===== src/rtl/encoder_pkg.sv =====
// Shared types and widths for the 32-to-5 request encoder.
package encoder_pkg;

    localparam int unsigned N_LINES = 32;
    localparam int unsigned IDX_W   = 5;
    localparam int unsigned CNT_W   = IDX_W + 1;

    typedef enum logic {
        IDLE  = 1'b0,
        VALID = 1'b1
    } enc_state_t;

    // Number of set bits in a request vector; result range 0..N_LINES.
    function automatic logic [CNT_W-1:0] popcount32(input logic [N_LINES-1:0] v);
        logic [CNT_W-1:0] c;
        c = '0;
        for (int i = 0; i < int'(N_LINES); i++) begin
            c = c + CNT_W'(v[i]);
        end
        return c;
    endfunction

endpackage


===== src/rtl/ffs32_rot.sv =====
// Combinational find-first-set over 32 bits, searching upward from a rotation
// offset with wrap; offset 0 degenerates to lowest-index-wins.
module ffs32_rot
    import encoder_pkg::*;
(
    input  logic [N_LINES-1:0] vec_i,
    input  logic [IDX_W-1:0]   off_i,
    output logic               found_c,
    output logic [IDX_W-1:0]   idx_c
);

    logic [2*N_LINES-1:0] dbl;
    logic [N_LINES-1:0]   rot;
    logic [IDX_W-1:0]     pos;

    // Rotate so the offset lands at bit 0, then take the lowest set bit.
    always_comb begin
        dbl = {vec_i, vec_i};
        rot = N_LINES'(dbl >> off_i);
        pos = '0;
        for (int i = int'(N_LINES) - 1; i >= 0; i--) begin
            if (rot[i]) begin
                pos = IDX_W'(i);
            end
        end
        found_c = |vec_i;
        idx_c   = off_i + pos;
    end

endmodule


===== src/rtl/encoder32x5_rr.sv =====
// Sequential 32-to-5 request encoder: sticky pending set, one index per
// valid/ready handshake. Define ENCODER_RR_EN for round-robin, else fixed priority.
module encoder32x5_rr
    import encoder_pkg::*;
(
    input  logic               clk,
    input  logic               rst_n,
    input  logic               en,
    input  logic [N_LINES-1:0] req_n,
    input  logic               out_ready,
    output logic               out_valid,
    output logic [IDX_W-1:0]   idx,
    output logic [CNT_W-1:0]   pend_cnt
);

    enc_state_t         state_q, state_d;
    logic [N_LINES-1:0] p_q, p_d;
    logic [N_LINES-1:0] clr;
    logic               valid_q, valid_d;
    logic [IDX_W-1:0]   idx_q, idx_d;
    logic [CNT_W-1:0]   cnt_q, cnt_d;
    logic [IDX_W-1:0]   search_off;
    logic               sel_found;
    logic [IDX_W-1:0]   sel_idx;
    logic               load;

`ifdef ENCODER_RR_EN
    logic [IDX_W-1:0]   ptr_q, ptr_d;

    always_comb begin
        ptr_d = ptr_q;
        if (load) begin
            ptr_d = sel_idx + IDX_W'(1);
        end
    end

    always_ff @(posedge clk or negedge rst_n) begin
        if (!rst_n) begin
            ptr_q <= '0;
        end else begin
            ptr_q <= ptr_d;
        end
    end

    assign search_off = ptr_q;
`else
    assign search_off = '0;
`endif

    ffs32_rot u_ffs (
        .vec_i   (p_q),
        .off_i   (search_off),
        .found_c (sel_found),
        .idx_c   (sel_idx)
    );

    // Selection works on the pre-capture pending set; a fresh capture wins over a clear.
    always_comb begin
        state_d = state_q;
        valid_d = valid_q;
        idx_d   = idx_q;
        clr     = '0;
        load    = en && sel_found && ((state_q == IDLE) || out_ready);
        if (load) begin
            state_d = VALID;
            valid_d = 1'b1;
            idx_d   = sel_idx;
            clr     = N_LINES'(1) << sel_idx;
        end else if ((state_q == VALID) && out_ready) begin
            state_d = IDLE;
            valid_d = 1'b0;
        end
        p_d   = (p_q & ~clr) | (en ? ~req_n : '0);
        cnt_d = popcount32(p_d);
    end

    always_ff @(posedge clk or negedge rst_n) begin
        if (!rst_n) begin
            state_q <= IDLE;
            p_q     <= '0;
            valid_q <= 1'b0;
            idx_q   <= '0;
            cnt_q   <= '0;
        end else begin
            state_q <= state_d;
            p_q     <= p_d;
            valid_q <= valid_d;
            idx_q   <= idx_d;
            cnt_q   <= cnt_d;
        end
    end

    assign out_valid = valid_q;
    assign idx       = idx_q;
    assign pend_cnt  = cnt_q;

endmodule

===== config.mk =====
export PLATFORM = sky130hd
export DESIGN_NAME = encoder32x5_rr
export DESIGN_NICKNAME = d
export VERILOG_FILES = /design/src/rtl/encoder_pkg.sv /design/src/rtl/ffs32_rot.sv /design/src/rtl/encoder32x5_rr.sv
export SDC_FILE = /design/constraint.sdc
export NUM_CORES = 1
export LEC_CHECK = 0
export CAP_MARGIN = 20
export CORE_ASPECT_RATIO = 0.9
export CORE_MARGIN = 5
export CORE_UTILIZATION = 59
export DETAILED_ROUTE_END_ITERATION = 10
export GPL_TIMING_DRIVEN = 0
export PLACE_DENSITY_LB_ADDON = 0.08
export RECOVER_POWER = 50
export SYNTH_ARGS = -nofsm -noshare
export SYNTH_HDL_FRONTEND = slang
export SYNTH_SLANG_ARGS = --single-unit
export TNS_END_PERCENT = 20

===== constraint.sdc =====
create_clock -name clk -period 17.6 [get_ports clk]
set_clock_uncertainty 0.1 [all_clocks]
set_input_delay 5.28 -clock clk [delete_from_list [all_inputs] [get_ports clk]]
set_output_delay 5.28 -clock clk [all_outputs]
set_load 0.02 [all_outputs]

==> impl_metrics.tcl <==
set metrics [dict create \
    outcome "complete, but fails checks" \
    violations "capacitance limit, slew limit" \
    n_fill_cell 392 \
    synth.area.top_cells "dfrtp_1 34%, fa_1 15%, inv_1 4.9%" \
    drtIter0Drc 269 \
    n_antenna_cell 0 \
    tns_ps 0 \
    synth_top_area_share_pct 34.5 \
    grt_setup_unrepaired "false" \
    hold_viol 0 \
    synth_compound_gate_area_share_pct 23.2 \
    post_synthesis_share_of_cell_area_spent_on_xor_and_xnor_gates_pct 0.823 \
    power_per_cell_area_nw_per_um2 71.6 \
    yosys.cell_count.top_type "dfrtp_1" \
    syn_inst 342 \
    clock-sinks 44 \
    combinational_family_with_the_most_area_after_synthesis "compound AO/OA/AOI/OAI gates" \
    placedInstanceArea_sq_um 3760 \
    fp.dieH_um 79.8 \
    cts.reportedPaths.clkPinSlew_ps 90 \
    grt_max_degree 32 \
    grt_use_total_pct 28.6 \
    dr.pass1.iters 5 \
    final_min_period_over_clock_period_pct 65.6 \
    rows 25 \
    die_area_sq_um 6990 \
    async_reset_ff_share_pct 100 \
    cts_made_buffers 5 \
    hold_path.class "register to register" \
    hpwl_mm 7.43 \
    critical_path.max_fanout 10 \
    static-leakage-power_nw 1.49 \
    maxSlewViolCount 32 \
    start_util_pct 60.8 \
    placement.io_buffers 47 \
    post_cts_buffers 0 \
    synth_nets 409 \
    timing.critical_path.arrival_ps 11650 \
    criticalPathCategory "input pin to register" \
    die_width_um 87.6 \
    hold_path_startpoint "idx[0]" \
    yosysWarnings 0 \
    setup_violations 0 \
    post_synth_fa_ha_maj_area_fraction_pct 17.8 \
    cap_viol_max_count 1 \
    post_synth_and_or_nand_nor_area_fraction_pct 17.6 \
    syn_avg_cell_area_sq_um 9.34 \
    vdd_drop_max_v 0.0000962 \
    cts_max_path_buffers 2 \
    num-nets-final 464 \
    cts_max_level 2 \
    area_growth_syn_to_layout_pct 20.3 \
    critPathLaunchType "input pin" \
    antenna_found_initial 0 \
    timing.fmax_ghz 0.0866 \
    setup.worst_path.start "en" \
    synth-seq-cells 44 \
    tritoncts "built" \
    drt-wirelength-per-cell_um 19.8 \
    post-route-util_pct 73.1 \
    synth-seq-area-share_pct 34.5 \
    rr_startpoint "p_q[19]" \
    synthesis.area_sq_um 3190 \
    gpl.final_weighted_congestion 0.944 \
    worst_slew_pin_slew_ps 1720 \
    floorplan.core_area_sq_um 5260 \
    grt_first_pass_wirelength_mm 14.9 \
    grt.overflow.total 0 \
    routed_wirelength_mm 9.20 \
    fin_crit_ps 11550 \
    drive_gt1_share_pct 6.03 \
    stdcell_area_sq_um 3840 \
    final_antenna_net_count 0 \
    post_cts_resized 0 \
    num_io_pins 48 \
    max_slew_margin_pct -14.5 \
    synth_edf_count 0 \
    grt_pass1_vias 2950 \
    post_synthesis_mux_area_share_pct 0 \
    synth_top_cell_by_area "dfrtp_1" \
    drt-vias-per-instance 6.19 \
    worst_ep_required_time_ps 17700 \
    synth.distinct_cells 55 \
    cts-hold-fix-buffers 0 \
    capturing_element_type_of_the_critical_path "register" \
    num_vias 2878 \
    ys_top_cells_by_count "44 x dfrtp_1, 42 x inv_1, 25 x nand2_1, 24 x fa_1, 21 x o21ai_0" \
    clock_latency_ps 310 \
    ys_dominant_reg_cell "dfrtp_1" \
    route.detailed.drc 0 \
    clockRootBuffer "clkbuf_8" \
]
worst max-delay path: stages:
cell	delay, ps
dlygate4sd3_1	630
clkbuf_1	470
inv_1	170
clkbuf_1	280
o21ai_0	330
a21oi_1	100
fa_1	520
inv_1	80
fa_1	510
inv_1	60
fa_1	410
inv_1	80
fa_1	440
fa_1	540
inv_1	50
fa_1	610
inv_1	60
ha_1	300
a21o_1	200
a21oi_1	250
nor2b_1	80
o21a_1	180
worst paths after layout:
check                      slack (ps)  cells past startpoint           to
setup / recovery                 6050                     22  pend_cnt[5]
hold / removal                    390                      2       idx[0]
setup reg to reg                10660                     21  pend_cnt[5]
hold reg to reg                   390                      2       idx[0]
max in group asynchronous       10440                      2      p_q[26]
min in group asynchronous        4920                      1       idx[0]
metrics by stage:
step | hold WS [ps] | total power, mW | setup slack (ps) | instances
finish | 389 | 0.275 | 6050 | 465
global route | 435 | 0.290 | 5700 | 465
CTS | 397 | 0.278 | 6080 | 465
detailed placement | 377 | 0.208 | 5790 | 457
global placement | 362 | 0.204 | 5880 | 456
floorplan | 406 | 0.166 | 6900 | 342
logic make-up after synthesis:
family	count (synthesis)
AO/OA/AOI/OAI	108
adder cells (fa/ha/maj)	31
XOR/XNOR	3
AND/OR/NAND/NOR	105
flip-flops	44
buffers and inverters	51
per-layer routing:
layer / routed length [um] / track usage (%) / up-vias
met5: 0 / 0 / -
met2: 4340 / 44.7 / 131
met4: 253 / 10.4 / 0
met1: 3940 / 39.4 / 1401
li1: - / - / 1323
met3: 676 / 5.47 / 23
power breakdown:
| group | internal (mW) | switching (mW) |
|---|---|---|
| logic | 0.0405 | 0.0485 |
| clock network | 0.0318 | 0.0389 |
| registers | 0.111 | 0.00442 |
| total | 0.183 | 0.0918 |
state kept, by name (all words and copies together), names as in the netlist:
register / flops
pend_cnt: 6
out_valid: 1
idx: 5
p_q: 32
cell type report:
class                           instances  area (sq um)  area share [%]
Sequential cell                        44          1100            28.6
Tap cell                               67          83.8            2.18
Multi-Input combinational cell        247          1900            49.4
Clock buffer                            6          82.6            2.15
Inverter                               42           158            4.10
Buffer                                  9          36.3           0.944
Clock inverter                          2          15.0           0.391
Timing Repair Buffer                   48           468            12.2
layout by cell type, fill, tap and decap left out, drive strengths merged, types with 4 or more instances in the layout:
cell type | synthesis | layout
a21oi | 16 | 16
inv | 42 | 42
dlygate4sd3 | 0 | 4
nor4 | 10 | 10
ha | 7 | 7
fa | 24 | 24
o31ai | 10 | 10
o21ai | 27 | 27
nand2 | 26 | 26
o22ai | 6 | 6
nand3 | 6 | 6
nand2b | 8 | 8
dfrtp | 44 | 44
clkdlybuf4s50 | 0 | 42
nor2 | 18 | 18
nor3 | 11 | 11
clkbuf | 7 | 15
o21a | 9 | 9
a21o | 11 | 11
and2 | 11 | 11
Power figures use the tool's default switching activity.
